==> src/rtl/cpu_dump_pkg.sv <==
// Shared state encoding, halt-cause codes and width helper for the CPU end-of-run dump unit.
package cpu_dump_pkg;

  typedef enum logic [1:0] {
    RUN     = 2'd0,
    SCAN_RF = 2'd1,
    SCAN_DM = 2'd2,
    DONE    = 2'd3
  } state_t;

  localparam logic [1:0] CAUSE_NONE  = 2'd0;
  localparam logic [1:0] CAUSE_REQ   = 2'd1;
  localparam logic [1:0] CAUSE_LIMIT = 2'd2;
  localparam logic [1:0] CAUSE_STALL = 2'd3;

  // Index width that never collapses to zero bits for single-entry tables.
  function automatic int clog2_min1(input int n);
    return (n <= 2) ? 1 : $clog2(n);
  endfunction

endpackage

==> src/rtl/cpu_dump_unit_halt_detector.sv <==
// Cycle budget, stuck-PC detection and prioritised halt trigger; counters only advance while running.
module halt_detector
  import cpu_dump_pkg::*;
#(
  parameter int PC_W        = 32,
  parameter int MAX_CYCLES  = 560,
  parameter int STALL_LIMIT = 4,
  parameter int CNT_W       = $clog2(MAX_CYCLES + 1)
) (
  input  logic             clk,
  input  logic             rst_n,
  input  logic             run,
  input  logic [PC_W-1:0]  pc,
  input  logic             dump_req,
  output logic             trigger,
  output logic [1:0]       cause,
  output logic [CNT_W-1:0] cycle_cnt
);

  localparam int SC_W = clog2_min1(STALL_LIMIT + 1);

  logic [PC_W-1:0] pc_prev;
  logic [SC_W-1:0] stall_cnt;
  logic [SC_W-1:0] stall_nxt;
  logic            limit_hit;
  logic            stall_hit;

  // stall_nxt already includes this cycle's comparison, so the trigger fires on the
  // STALL_LIMIT-th consecutive cycle spent at one PC value.
  always_comb begin
    stall_nxt = '0;
    if (pc == pc_prev) begin
      stall_nxt = (stall_cnt == SC_W'(STALL_LIMIT)) ? stall_cnt : stall_cnt + 1'b1;
    end
  end

  assign limit_hit = (cycle_cnt == CNT_W'(MAX_CYCLES - 1));
  assign stall_hit = (STALL_LIMIT != 0) && (stall_nxt == SC_W'(STALL_LIMIT - 1));
  assign trigger   = run && (dump_req || limit_hit || stall_hit);

  always_comb begin
    cause = CAUSE_NONE;
    if (dump_req)       cause = CAUSE_REQ;
    else if (limit_hit) cause = CAUSE_LIMIT;
    else if (stall_hit) cause = CAUSE_STALL;
  end

  // The count freezes on the trigger cycle so it reports the cycle the halt was seen in.
  always_ff @(posedge clk or negedge rst_n) begin
    if (!rst_n) begin
      pc_prev   <= '0;
      stall_cnt <= '0;
      cycle_cnt <= '0;
    end else if (run) begin
      pc_prev   <= pc;
      stall_cnt <= stall_nxt;
      if (!trigger && (cycle_cnt != CNT_W'(MAX_CYCLES))) begin
        cycle_cnt <= cycle_cnt + 1'b1;
      end
    end
  end

endmodule

==> src/rtl/cpu_dump_unit.sv <==
// End-of-run monitor: halts the CPU on request, cycle budget or stuck PC, then streams
// every register and data-memory word over valid/ready, registers first.
module cpu_dump_unit
  import cpu_dump_pkg::*;
#(
  parameter  int DATA_W      = 32,
  parameter  int PC_W        = 32,
  parameter  int NUM_REGS    = 32,
  parameter  int MEM_WORDS   = 32,
  parameter  int MAX_CYCLES  = 560,
  parameter  int STALL_LIMIT = 4,
  localparam int CNT_W       = $clog2(MAX_CYCLES + 1),
  localparam int IDX_W       = clog2_min1((NUM_REGS > MEM_WORDS) ? NUM_REGS : MEM_WORDS)
) (
  input  logic              clk_i,
  input  logic              rst_i,
  input  logic [PC_W-1:0]   pc_i,
  input  logic              dump_req_i,
  output logic [IDX_W-1:0]  rf_addr_o,
  input  logic [DATA_W-1:0] rf_data_i,
  output logic [IDX_W-1:0]  dm_addr_o,
  input  logic [DATA_W-1:0] dm_data_i,
  output logic              dump_valid_o,
  input  logic              dump_ready_i,
  output logic              dump_sel_o,
  output logic [IDX_W-1:0]  dump_idx_o,
  output logic [DATA_W-1:0] dump_data_o,
  output logic              dump_last_o,
  output logic              halted_o,
  output logic              done_o,
  output logic [1:0]        cause_o,
  output logic [CNT_W-1:0]  cycle_cnt_o
);

  localparam logic [IDX_W-1:0] RF_LAST = IDX_W'(NUM_REGS - 1);
  localparam logic [IDX_W-1:0] DM_LAST = IDX_W'(MEM_WORDS - 1);

  state_t            state, state_nxt;
  logic [IDX_W-1:0]  idx, idx_nxt;
  logic              in_run;
  logic              trigger;
  logic [1:0]        trig_cause;
  logic              load;
  logic              last_hs;
  logic              vld_nxt, sel_nxt, last_nxt, halt_nxt, done_nxt;
  logic [IDX_W-1:0]  oidx_nxt;
  logic [DATA_W-1:0] data_nxt;
  logic [1:0]        cause_nxt;

  assign in_run  = (state == RUN);
  assign load    = !dump_valid_o || dump_ready_i;
  assign last_hs = dump_valid_o && dump_ready_i && dump_last_o;

  assign rf_addr_o = (state == SCAN_RF) ? idx : '0;
  assign dm_addr_o = (state == SCAN_DM) ? idx : '0;

  halt_detector #(
    .PC_W        (PC_W),
    .MAX_CYCLES  (MAX_CYCLES),
    .STALL_LIMIT (STALL_LIMIT),
    .CNT_W       (CNT_W)
  ) u_halt (
    .clk       (clk_i),
    .rst_n     (rst_i),
    .run       (in_run),
    .pc        (pc_i),
    .dump_req  (dump_req_i),
    .trigger   (trigger),
    .cause     (trig_cause),
    .cycle_cnt (cycle_cnt_o)
  );

  always_comb begin
    state_nxt = state;
    idx_nxt   = idx;
    vld_nxt   = dump_valid_o;
    sel_nxt   = dump_sel_o;
    oidx_nxt  = dump_idx_o;
    data_nxt  = dump_data_o;
    last_nxt  = dump_last_o;
    halt_nxt  = halted_o;
    cause_nxt = cause_o;
    done_nxt  = done_o;
    case (state)
      RUN: begin
        if (trigger) begin
          state_nxt = SCAN_RF;
          halt_nxt  = 1'b1;
          cause_nxt = trig_cause;
          idx_nxt   = '0;
        end
      end
      SCAN_RF: begin
        if (load) begin
          vld_nxt  = 1'b1;
          sel_nxt  = 1'b0;
          oidx_nxt = idx;
          data_nxt = rf_data_i;
          last_nxt = 1'b0;
          if (idx == RF_LAST) begin
            state_nxt = SCAN_DM;
            idx_nxt   = '0;
          end else begin
            idx_nxt = idx + 1'b1;
          end
        end
      end
      SCAN_DM: begin
        // Once the final word sits in the output register, only its acceptance moves on.
        if (last_hs) begin
          state_nxt = DONE;
          vld_nxt   = 1'b0;
          last_nxt  = 1'b0;
          done_nxt  = 1'b1;
        end else if (load) begin
          vld_nxt  = 1'b1;
          sel_nxt  = 1'b1;
          oidx_nxt = idx;
          data_nxt = dm_data_i;
          last_nxt = (idx == DM_LAST);
          if (idx != DM_LAST) idx_nxt = idx + 1'b1;
        end
      end
      default: begin
      end
    endcase
  end

  always_ff @(posedge clk_i or negedge rst_i) begin
    if (!rst_i) begin
      state        <= RUN;
      idx          <= '0;
      dump_valid_o <= 1'b0;
      dump_sel_o   <= 1'b0;
      dump_idx_o   <= '0;
      dump_data_o  <= '0;
      dump_last_o  <= 1'b0;
      halted_o     <= 1'b0;
      cause_o      <= CAUSE_NONE;
      done_o       <= 1'b0;
    end else begin
      state        <= state_nxt;
      idx          <= idx_nxt;
      dump_valid_o <= vld_nxt;
      dump_sel_o   <= sel_nxt;
      dump_idx_o   <= oidx_nxt;
      dump_data_o  <= data_nxt;
      dump_last_o  <= last_nxt;
      halted_o     <= halt_nxt;
      cause_o      <= cause_nxt;
      done_o       <= done_nxt;
    end
  end

endmodule

==> config.mk <==
export PLATFORM = sky130hd
export DESIGN_NAME = cpu_dump_unit
export DESIGN_NICKNAME = d
export VERILOG_FILES = /design/src/rtl/cpu_dump_pkg.sv /design/src/rtl/cpu_dump_unit_halt_detector.sv /design/src/rtl/cpu_dump_unit.sv
export SDC_FILE = /design/constraint.sdc
export NUM_CORES = 1
export LEC_CHECK = 0
export ABC_CLOCK_PERIOD_IN_PS = 2100
export BUFFER_PORTS_ARGS = -buffer_cell sky130_fd_sc_hd__buf_2
export CAP_MARGIN = 20
export CORE_MARGIN = 2
export CORE_UTILIZATION = 45
export CTS_BUF_LIST = sky130_fd_sc_hd__clkbuf_16
export CTS_CLUSTER_SIZE = 12
export DETAILED_ROUTE_END_ITERATION = 16
export GPL_TIMING_DRIVEN = 0
export PLACE_DENSITY = 0.84
export SLEW_MARGIN = 20
export SYNTH_ARGS = -nofsm -noshare
export SYNTH_HDL_FRONTEND = slang
export SYNTH_SLANG_ARGS = --single-unit
export TNS_END_PERCENT = 5
==> constraint.sdc <==
create_clock -name clk_i -period 2.1 [get_ports clk_i]
set_input_delay 0.63 -clock clk_i [delete_from_list [all_inputs] [get_ports clk_i]]
set_output_delay 0.63 -clock clk_i [all_outputs]
set_load 0.05 [all_outputs]
# After elaboration in Yosys (flattened, before gate mapping)
# Cells that the tools add are included.
# totals
output_inout_bits	64
ff_bits	96
elab_cells	89
inputBits	100
# op_classes
muxes	36
n_reduce_logical	20
n_eq_ne	17
n_addsub	3
# op_table
operator	n
32-bit two-way mux	3
32-bit case mux with 2 select lines	1
5-bit two-way mux	10
32-bit equality test	1
5-bit case mux with 3 select lines	1
2-bit two-way mux	7
10-bit by 1-bit adder with 10-bit output (second input constant)	1
10-bit equality test (second input constant)	1
10-bit inequality test (second input constant)	1
2-bit inequality test (second input constant)	5
5-bit case mux with 2 select lines	1
2-bit AND reduction	4
1-bit two-way mux	7
3-bit two-way mux	2
1-bit case mux with 2 select lines	3
2-bit case mux with 3 select lines	1
6-bit AND reduction	1
5-bit by 1-bit adder with 5-bit output (second input constant)	1
5-bit equality test (second input constant)	1
5-bit inequality test (second input constant)	1
5-bit AND reduction	1
1-bit logical AND	4
2-bit by 1-bit inequality test with 1-bit output (second input constant)	2
4-bit AND reduction	1
other kinds (12)	15

# Depth between registers and ports, before layout
# Gate-level depths: netlist of the first run.
# logic_depth
word_depth	9
ltp_mapped	9
mapped_depth_nobuf	8

# By module
# A second synthesis of the first run with hierarchy kept.
# unflattened
cells_unflattened	462
hier_area_um2	5177.5
# modules_own_cells
mod	area_per_inst_um2	cells_each	n_inst	seq_area_each_um2
halt_detector	2606.2	221	1	1126.1
cpu_dump_unit	2571.2	241	1	1276.2

# Least setup slack after synthesis of the first run
# No wires, ideal clock.
# synth_timing
path_type	in2reg
from	input pc_i[18]
to	register u_halt.cycle_cnt[5]
cell_stages	8
required_time_ns	1.953
path_buffers	1
setup_time_ns	0.147
arrival_time_ns	2.364
slack_ns	-0.410
cell_sequence	xor2_1 -> nor4_1 -> nand4_1 -> or4b_4 -> and3_1 -> buf_6 -> and4_4 -> xor2_1
# synth_between
elab_chain_cells	8
# synth_rtl
item	line	text
from (decl)	cpu_dump_unit.sv:17	input logic [PC_W-1:0] pc_i,
32-bit equality test	cpu_dump_unit_halt_detector.sv:32	if (pc == pc_prev) begin
3-bit two-way mux	cpu_dump_unit_halt_detector.sv:32	
3-bit by 2-bit equality test with 1-bit output	cpu_dump_unit_halt_detector.sv:38	assign stall_hit = (STALL_LIMIT != 0) && (stall_nxt == SC_W'(STALL_LIMIT - 1));
1-bit logical OR	cpu_dump_unit_halt_detector.sv:39	assign trigger = run && (dump_req || limit_hit || stall_hit);
1-bit logical AND	cpu_dump_unit_halt_detector.sv:39	
1-bit zero test	cpu_dump_unit_halt_detector.sv:57	if (!trigger && (cycle_cnt != CNT_W'(MAX_CYCLES))) begin
1-bit logical AND	cpu_dump_unit_halt_detector.sv:57	
2-bit AND reduction (no line)	-	
to (signal assigned)	cpu_dump_unit_halt_detector.sv:58	cycle_cnt <= cycle_cnt + 1'b1;
to (decl)	cpu_dump_unit_halt_detector.sv:17	output logic [CNT_W-1:0] cycle_cnt
# Every way passes these cells.
# A chain may end at the register's enable or synchronous reset.

# Worst setup path after layout of the first run
# layout_timing
from	input pc_i[18]
to	register idx[4]
# layout_between
elab_chain_cells	7
# layout_rtl
item	line	text
32-bit equality test	cpu_dump_unit_halt_detector.sv:32	
3-bit two-way mux	cpu_dump_unit_halt_detector.sv:32	
3-bit by 2-bit equality test with 1-bit output	cpu_dump_unit_halt_detector.sv:38	
1-bit logical OR	cpu_dump_unit_halt_detector.sv:39	
1-bit logical AND	cpu_dump_unit_halt_detector.sv:39	
2-bit inequality test (no line)	-	
6-bit AND reduction (no line)	-	
to (signal assigned)	cpu_dump_unit.sv:143	idx <= idx_nxt;
to (decl)	cpu_dump_unit.sv:39	logic [IDX_W-1:0] idx, idx_nxt;
# Every way passes these cells.

==> results of run 1 <==
[registers in the layout, indices dropped and copies added (netlist names)]
name / count
cause_o: 2
dump_sel_o: 1
idx: 5
dump_last_o: 1
halted_o: 1
dump_valid_o: 1
dump_data_o: 32
u_halt.stall_cnt: 3
u_halt.pc_prev: 32
state: 2
u_halt.cycle_cnt: 10
dump_idx_o: 5
done_o: 1
[cells by family (layout without fill, tap and decap cells)]
group,count (synthesis),in the layout
DFF,96,96
and+or+nand+nor,108,108
other,0,1
xor gates and xnor gates,41,41
AOI/OAI and AO/OA,64,64
buffers and inverters,32,223
muxes,72,72
adders and majority gates,11,11
[cell type report]
cell class / instances / share of cell area
diodes: 1 / 0.0004004
plain buffers: 17 / 0.01722
clock buffers: 9 / 0.03604
clock inverters: 7 / 0.008609
inverters: 14 / 0.008408
multi-input cells: 296 / 0.3574
flip-flops and latches: 96 / 0.3846
well taps: 136 / 0.02723
repair buffers: 176 / 0.1602
[final timing paths]
kind	from	endpoint	slack, ns	depth (start not counted)
max	pc_i[18]	idx[4]	-0.24	8
min	rst_i	u_halt.cycle_cnt[3]	0.22	1
max reg2reg	u_halt.pc_prev[30]	idx[4]	-0.24	7
min reg2reg	halted_o	halted_o	0.46	1
max in group asynchronous	rst_i	dump_data_o[29]	1.29	2
min in group clk_i	halted_o	halted_o	0.46	1
[what timing repair did]
action | CTS | global route
buffers inserted | 9 | 3
setup endpoints to repair | 62 | 76
pin swaps | 9 | 8
resized for setup | 43 | 18
hold buffers | 0 | 0
[layer usage]
metal,vias to the layer above,track usage,share of wire
met4,2,0.07143,0.013
li1,1844,-,-
met5,-,0,0.0011
met3,14,0.05641,0.065
met2,129,0.3901,0.53
met1,1891,0.2352,0.39
[stage by stage]
step	setup TNS (ns)	power (uW)
after global placement	-71.51	7771
after CTS	-4.898	9809
after detailed placement	-26.18	8006
after global routing	-8.363	10460
final	-3.666	9804
after floorplan	-4.200	6723
[power groups by stage]
stage / sequential, uW / combinational (uW) / clock, uW
after CTS: 3140 / 5070 / 1600
final: 3150 / 5100 / 1560
after detailed placement: 3160 / 4850 / 0
after global routing: 3240 / 5540 / 1670
after global placement: 3100 / 4670 / 0
after floorplan: 4410 / 2310 / 0
[placed cells by master (no fill, tap or decap), types with 3 or more instances in the layout]
cell       synthesis  final
nand4_1            4      4
nand3_1            6      6
nand2_1           52     49
nand2b_1           5      5
and3_1             4      3
nor4_2             0      3
clkbuf_2           0      5
o21ai_0           43     41
a21oi_1            7      6
nor4_1             9      6
dfrtp_1           96     95
mux2i_1           34     34
xor2_1            37     37
buf_2              1    155
and2_1             8      8
buf_6              1     10
inv_1             14     14
clkbuf_1          13      3
nor2_1             8      8
clkinv_1           0      4
xnor2_1            4      4
nor3_1             3      3
mux2_2            37     37
buf_4              0     15
clkbuf_16          0      9
ha_1              11      9
==> results.md, run 1 <==
* Initial Util at 0.4602
* Main combinational cell family by area after synthesis: multiplexers
* Number of global-route vias before repair at 4025
* Setup WS pre-CTS at -0.8199 ns
* Slew headroom at 0.6657
* CTS tree: yes
* Slew @ Worst Pin at 0.5014 ns
* # nets final at 721
* Crit path capture type: flop
* Sequential area share after synthesis at 0.5102
* Clock tree sinks at 96
* Crit path kind: input pin to flop
* RSZ-0062 raised after global routing: true
* Post-synth EDFFs at 0
* Post-synthesis mux area share at 0.1632
* Req. time, crit path at 2.30 ns
* Crit path max fanout at 8
* Final setup violation count at 27
* Layout Skew at 0.009378 ns
* Routed wire length at 11.66 mm
* Placeable core region at 0.01023 mm2
* Worst skew pair latency at 0.33 ns
* Post-Syn Nets at 535
* Placer Congestion at 0.8205
* Ys async rst share at 1.000
* Worst Path Arrival at 2.54 ns
* Core Rows at 37
* Tmin final at 2.344 ns
* Power density cells at 1569 mW/mm2
* Top cell family by delay on the critical path: simple AND/OR/NAND/NOR gates
* Failing checks: setup timing
* Initial antenna violation count at 2
* Synthesized flop and latch total at 96
* Crit path max-delay cell type: or4b_4
* Max-Cap Viols at 0
* Mean Syn Cell Area at 11.10 um2
* Post-DP Area at 0.005733 mm2
* Drc violations at 0
* Power share of the sequential group at 0.321
* VDD IR max at 1.072 mV
* Sw Share at 0.4544
* Drt wl/cell at 15.50 um
* Cell internal pwr at 5349 uW
* Max-slew violation count at 0
* CTS HTree Levels at 3
* Bufs on Longest Clock Path at 2
* Hold Crit Class: input pin to async pin
* Static leakage at 0.003061 uW
* Layout cells sized above 1 at 0.4130
* Final Cycle Share at 1.116
* Cell taking the most area after synthesis: dfrtp_1
* Startpoint types: input pin
* Slowest cell delay on critical path at 0.60 ns
* Final Util at 0.6109
* Synth Area in Simple Gates at 0.1153
* Design area at 0.006250 mm2
* Most instantiated cells after synthesis: dfrtp_1, nand2_1, o21ai_0
* Clock network power share at 0.159
* Worst-path clk slew at 0.06 ns
* Root buf cell: clkbuf_16
* I/O Pins at 164
* Grt total ovfl at 0
* Final ANT Viol Nets at 0
* FMAX at 0.4266 GHz
* First DRT Iteration DRCs at 111
* Die area at 0.01130 mm2
* Power share of the combinational group at 0.520
* Die height at 106.3 um
* Die width at 106.3 um
* Switching Power at 4455 uW
* Fin worst setup slack at -0.2442 ns
* Routed vias/inst at 5.160
* Final Hold Fails at 0
* Synth Area in Compound Gates at 0.07839
* Netlist cell types at 42
* Area occupied by registers at 0.002404 mm2
* XOR/XNOR share of the synthesized area at 0.07627
* First-pass GRT wire length at 19.09 mm
* Post-Synth Adder-Cell Area at 0.02923
* Synthesized instance count at 424
* Drt first pass iters at 4
* Largest net degree at the start of global routing at 51
* Final hold slack at 0.2226 ns
* Buffers on Ports at 163
* Critical path cell sequence: buf_2 > xor2_1 > nor4_2 > nand4_1 > or4b_4 > a21oi_4 > buf_4 > o21ai_0
* Placed Cells at 724
* Vias at 3880
* Post-synth top area share at 0.5102
* Post-synthesis instance area at 0.004708 mm2
* CTS Buf Count at 9
* Total track usage at 0.2119
* Synth Flop Type: dfrtp_1
* Most frequent cell after synthesis: dfrtp_1
* Synthesis-to-layout area growth at 32.74%
* Top post-synthesis cells by area: dfrtp_1, mux2_2, mux2i_1
* Post-DP HPWL at 8.808 mm
* Filler Cell Count at 864
* Ys Warns at 0
* Multi-input gate area at 0.002233 mm2
* Worst path bufs/invs at 2
* Status: finished with violations
* Layout Cells excl Fill at 752
(Power assumes the default switching activity.)
==> run 2: changes to the inputs <==
--- a/config.mk
+++ b/config.mk
@@ -5,16 +5,16 @@
 export SDC_FILE = /design/constraint.sdc
 export NUM_CORES = 1
 export LEC_CHECK = 0
+export ABC_AREA = 1
 export ABC_CLOCK_PERIOD_IN_PS = 2100
 export BUFFER_PORTS_ARGS = -buffer_cell sky130_fd_sc_hd__buf_2
 export CAP_MARGIN = 20
 export CORE_MARGIN = 2
-export CORE_UTILIZATION = 45
+export CORE_UTILIZATION = 47
 export CTS_BUF_LIST = sky130_fd_sc_hd__clkbuf_16
 export CTS_CLUSTER_SIZE = 12
 export DETAILED_ROUTE_END_ITERATION = 16
-export GPL_TIMING_DRIVEN = 0
-export PLACE_DENSITY = 0.84
+export PLACE_DENSITY = 0.85
 export SLEW_MARGIN = 20
 export SYNTH_ARGS = -nofsm -noshare
 export SYNTH_HDL_FRONTEND = slang
==> run 2 against run 1 <==
Compared with the run above:
- the flow now finishes without violations
- setup slack improved by 0.31 ns
- wire length decreased by 1.5%
- clock power about the same
- utilization decreased by 0.14 points
- hold slack improved by 0.014 ns
- critical path type is now flop to primary output
- largest cell class is now multi-input combinational cells
==> results.md, run 2 <==
* Final setup violation count at 0
* Core Rows at 38
* Top Usage Layer GRT: met2
* Post-synthesis instance area at 0.005216 mm2
* Layout Skew at 0.01153 ns
* Fin worst setup slack at 0.06990 ns
* Area occupied by registers at 0.002404 mm2
* Placer Congestion at 0.8461
* Total track usage at 0.1991
* Power density cells at 1536 mW/mm2
* Crit path max-delay cell type: dfrtp_2
* GR Util met2 at 0.3593
* Netlist cell types at 36
* Commonest cells after routing, fill and taps aside: nand2_1, buf_2, dfrtp_1
* Routed vias/inst at 4.817
* I/O Pins at 164
* Setup WS pre-CTS at 0.03813 ns
* Worst skew pair latency at 0.34 ns
* FMAX at 0.4926 GHz
* Synth Flop Type: dfrtp_1
* Post-synth top area share at 0.4605
* Tmin final at 2.030 ns
* Static leakage at 0.003366 uW
* Drt first pass iters at 4
* Met3 usage at 0.03557
* Commonest non-fill, non-tap cell in the layout: nand2_1
* Largest net degree at the start of global routing at 65
* Sequential area share after synthesis at 0.4605
* Ys async rst share at 1.000
* Top post-synthesis cells by area: dfrtp_1, nand2_1, o21ai_0
* Die width at 109.4 um
* Number of global-route vias before repair at 4406
* Synthesized flop and latch total at 96
* Slew headroom at 0.5704
* Vias at 4576
* Crit path max fanout at 8
* First-pass GRT wire length at 18.93 mm
* M1 GR Usage at 0.2398
* Synthesis-to-layout area growth at 26.65%
* Cts hold-fix bufs at 0
* RSZ-0062 raised after global routing: true
* Max-slew violation count at 0
* Post-synth EDFFs at 0
* CTS HTree Levels at 3
* Most instantiated cells after synthesis: nand2_1, dfrtp_1, inv_1
* Worst Path Arrival at 1.40 ns
* Drc violations at 0
* Grt total ovfl at 0
* Drt wl/cell at 12.09 um
* Startpoint types: flop
* First DRT Iteration DRCs at 184
* Hold Crit Class: input pin to async pin
* Die height at 109.4 um
* Final hold slack at 0.2361 ns
* Final ANT Viol Nets at 0
* Max-Cap Viols at 0
* Post-DP HPWL at 8.653 mm
* Clock tree sinks at 96
* CTS tree: yes
* VDD IR max at 1.186 mV
* Ys Warns at 0
* Slowest cell delay on critical path at 0.46 ns
* Crit path kind: flop to primary output
* # nets final at 916
* Crit path capture type: primary output
* Postcts setup bufs at 0
* Top cell family by delay on the critical path: flip-flops
* Critical path cell sequence: inv_2 > ha_4 > nand2_1 > inv_1 > buf_4
* Buffers on Ports at 163
* Status: finished, final reports clean
* Cell taking the most area after synthesis: dfrtp_1
* Initial Util at 0.4812
* CTS Buf Count at 9
* Setup TNS at 0 ns
* Multi-input gate area at 0.002456 mm2
* Post-Syn Nets at 749
* Diode count at 0
* Final Hold Fails at 0
* Layout cells sized above 1 at 0.3160
* Root buf cell: clkbuf_16
* Most frequent cell after synthesis: nand2_1
* Die area at 0.01196 mm2
* Slew @ Worst Pin at 0.6436 ns
* Mean Syn Cell Area at 8.176 um2
* Top Registers: dump_data_o x32, u_halt.pc_prev x32, u_halt.cycle_cnt x10
* Worst path bufs/invs at 3
* Worst-path clk slew at 0.07 ns
* Placed Cells at 934
* Final Cycle Share at 0.9667
* Synthesized instance count at 638
* Final Util at 0.6094
* Placeable core region at 0.01084 mm2
* Bufs on Longest Clock Path at 2
* Initial antenna violation count at 0
* Routed wire length at 11.48 mm
* Req. time, crit path at 1.47 ns
* Filler Cell Count at 947
* Layout Cells excl Fill at 950
==> run 2: through the flow <==
stage,area [um2],total power [uW]
finish,6606,10150
global route,6606,10900
CTS,6591,10210
detailed placement,6242,8551
global placement,6242,8377
floorplan,5216,7272
==> run 2: path summary, 6_finish.rpt <==
kind                       startpoint             endpoint  slack, ns  depth (start not counted)
hold / removal                  rst_i      dump_data_o[28]       0.24                          1
setup reg to reg             state[1]      dump_data_o[21]       0.17                          7
min in group clk_i             done_o               done_o       0.48                          1
max in group asynchronous       rst_i  u_halt.cycle_cnt[1]       1.27                          2
setup / recovery             state[1]         rf_addr_o[3]       0.07                          5
hold reg to reg                done_o               done_o       0.48                          1
==> run 2: timing repair <==
| action | CTS | global route |
|---|---|---|
| endpoints found under the setup margin | 10 | 10 |
| gates resized for setup | 19 | 5 |
| endpoints found under the hold margin | 0 | 0 |
==> run 2: report_power, final <==
part	switching [uW]	total [uW]	internal [uW]
Combinational	3650	5530	1880
Sequential	427	3030	2600
Clock	755	1580	829
Total	4830	10100	5310
==> run 2: cell type report <==
class	instances	area share
tap	140	0.02652
sequential	96	0.3638
inverter	68	0.03864
clock inverter	7	0.009280
multi-input combinational	449	0.3718
clock buffer	9	0.03409
timing repair buffer	181	0.1559
==> run 2: metal layers <==
metal / up-vias / wire length, um
met5: - / 0
met4: 0 / 174
met3: 17 / 499
met2: 95 / 5720
met1: 2114 / 5086
li1: 2350 / -
==> run 2: kinds of logic (layout without fill, tap and decap cells) <==
family / after synthesis / in the layout / synth area share
simple gates: 306 / 306 / 0.2655
compound gates: 97 / 97 / 0.1113
flops: 96 / 96 / 0.4605
buf+inv: 93 / 265 / 0.07508
xor+xnor: 30 / 30 / 0.05037
fa+ha+maj: 11 / 11 / 0.02638
mux: 5 / 5 / 0.01079
==> run 3: changes to the inputs <==
--- a/config.mk
+++ b/config.mk
@@ -10,11 +10,11 @@
 export BUFFER_PORTS_ARGS = -buffer_cell sky130_fd_sc_hd__buf_2
 export CAP_MARGIN = 20
 export CORE_MARGIN = 2
-export CORE_UTILIZATION = 47
+export CORE_UTILIZATION = 40
 export CTS_BUF_LIST = sky130_fd_sc_hd__clkbuf_16
 export CTS_CLUSTER_SIZE = 12
 export DETAILED_ROUTE_END_ITERATION = 16
-export PLACE_DENSITY = 0.85
+export PLACE_DENSITY = 0.76
 export SLEW_MARGIN = 20
 export SYNTH_ARGS = -nofsm -noshare
 export SYNTH_HDL_FRONTEND = slang
==> run 3 against run 2 <==
Compared with the run above:
- first-iteration DRC count rose by 7.6%
- cell area increased by 1.4%
- count of clock-buffer cells in the layout stayed put
- via count shrank 1.4%
- utilization decreased by 8.1 points
- combinational power up 1%
- sequential share of layout area decreased by 0.51 points
- total power down 0.29%
- flip-flop and latch count did not move
- global-route usage down 2.3 points
- maximum frequency about the same
- highest routed layer unchanged
==> results.md, run 3 (same netlist as run 2, synthesis figures left out) <==
* Setup WS pre-CTS at 0.05899 ns
* Power density cells at 1510 mW/mm2
* Hold Crit Class: input pin to async pin
* Crit path max-delay cell type: dfrtp_2
* # nets final at 920
* Worst-path clk slew at 0.06 ns
* Slew headroom at 0.5732
* Initial antenna violation count at 0
* Clock tree sinks at 96
* Grt total ovfl at 0
* First DRT Iteration DRCs at 198
* Vias at 4513
* Crit path max fanout at 8
* Die area at 0.01397 mm2
* CTS tree: yes
* Slowest cell delay on critical path at 0.45 ns
* VDD IR max at 1.129 mV
* Root buf cell: clkbuf_16
* Core Rows at 41
* Die height at 118.2 um
* Slew @ Worst Pin at 0.6394 ns
* Layout Skew at 0.007975 ns
* Req. time, crit path at 1.47 ns
* Worst Path Arrival at 1.40 ns
* CTS Buf Count at 9
* Total track usage at 0.1761
* GR Util met2 at 0.3092
* I/O Pins at 164
* Drc violations at 0
* Buffers on Ports at 163
* Post-DP HPWL at 8.565 mm
* Status: finished, final reports clean
* Worst path bufs/invs at 3
* RSZ-0062 raised after global routing: true
* Top Registers: dump_data_o x32, u_halt.pc_prev x32, u_halt.cycle_cnt x10
* FMAX at 0.4929 GHz
* Routed wire length at 11.68 mm
* Final Hold Fails at 0
* M1 GR Usage at 0.2111
* Commonest non-fill, non-tap cell in the layout: nand2_1
* Diode count at 0
* Placeable core region at 0.01267 mm2
* Bufs on Longest Clock Path at 2
* Max-Cap Viols at 0
* Top cell family by delay on the critical path: flip-flops
* Fin worst setup slack at 0.07107 ns
* Worst skew pair latency at 0.34 ns
* Final ANT Viol Nets at 0
* Die width at 118.2 um
* Final Cycle Share at 0.9662
* Static leakage at 0.003401 uW
* Max-slew violation count at 0
* Crit path capture type: primary output
* Number of global-route vias before repair at 4448
* Crit path kind: flop to primary output
* Commonest cells after routing, fill and taps aside: nand2_1, buf_2, dfrtp_1
* Routed vias/inst at 4.577
* Final setup violation count at 0
* Synthesis-to-layout area growth at 28.45%
* Layout cells sized above 1 at 0.3182
* Critical path cell sequence: inv_2 > ha_4 > nand2_1 > inv_1 > buf_4
* Startpoint types: flop
* Cts hold-fix bufs at 0
* Top Usage Layer GRT: met2
* Drt wl/cell at 11.84 um
* First-pass GRT wire length at 20.34 mm
* Largest net degree at the start of global routing at 57
* Final Util at 0.5288
* Drt first pass iters at 4
* Met3 usage at 0.05019
* Tmin final at 2.029 ns
* CTS HTree Levels at 3
* Placer Congestion at 0.8005
* Filler Cell Count at 1198
* Initial Util at 0.4117
[run 3: changes by cell type in the layout (fill, tap and decap cells not counted), sizes merged]
cell	delta
inv	-3
buf	+4
clkinv	+4
clkinvlp	-1
[run 3: what timing repair did]
| action | CTS | global route |
|---|---|---|
| pin swaps | 0 | 2 |
| setup endpoints to repair | 10 | 16 |
| buffers inserted | 2 | 5 |
| endpoints found under the hold margin | 0 | 0 |
| gates cloned | 0 | 0 |
| gates resized for setup | 22 | 7 |
[run 3: report_power, final]
part	switching, uW	total [uW]	leakage, uW	internal [uW]
sequential	432	3040	0.00116	2600
combinational	3650	5610	0.00210	1960
clock	679	1470	0.000135	792
[run 3: final timing paths]
| kind | start | to | slack, ns | depth (start not counted) |
|---|---|---|---|---|
| worst max-delay path | state[1] | rf_addr_o[1] | 0.07 | 5 |
| worst min-delay path | rst_i | dump_data_o[0] | 0.27 | 2 |
| worst max register to register | state[0] | dump_data_o[29] | 0.18 | 9 |
| worst min register to register | halted_o | halted_o | 0.48 | 2 |
| max in group asynchronous | rst_i | idx[2] | 1.55 | 2 |
| min in group clk_i | halted_o | halted_o | 0.48 | 2 |
[run 3: final cells by class]
type	count	area, um2	share of cell area
Clock buffer	9	225.2	0.03361
Sequential cell	96	2404	0.3587
Clock inverter	7	41.29	0.006162
Timing Repair Buffer	185	1097	0.1638
Multi-Input combinational cell	449	2462	0.3675
Tap cell	172	215.2	0.03212
Inverter	68	255.2	0.03810
[run 3: stage by stage]
step	total power [uW]	setup TNS (ns)	std cells	cell area (um2)	hold slack (ns)
3_5_place_dp	8529	0	963	6285	0.4575
6_report	10120	0	986	6700	0.2681
2_1_floorplan	7272	0	638	5216	0.3344
4_1_cts	10130	0	981	6643	0.2681
3_3_place_gp	8373	0	963	6285	0.4572
5_1_grt	10960	-0.01440	986	6700	0.2773
[run 3: metal layers]
layer	share of wire	wire length [um]	up-vias
met1	0.43	5064	2058
met2	0.50	5883	99
met4	0.013	155	0
met3	0.049	575	15
li1	-	-	2341
met5	0	0	-
[run 3: worst reg2reg max path, cell delays in order, from the launching register on]
cell,delay (ns)
dfrtp_1,0.40
inv_2,0.07
ha_4,0.18
buf_12,0.13
nor2_1,0.15
nor2_1,0.12
nor3_4,0.27
buf_12,0.27
nand2_1,0.10
o21a_1,0.11
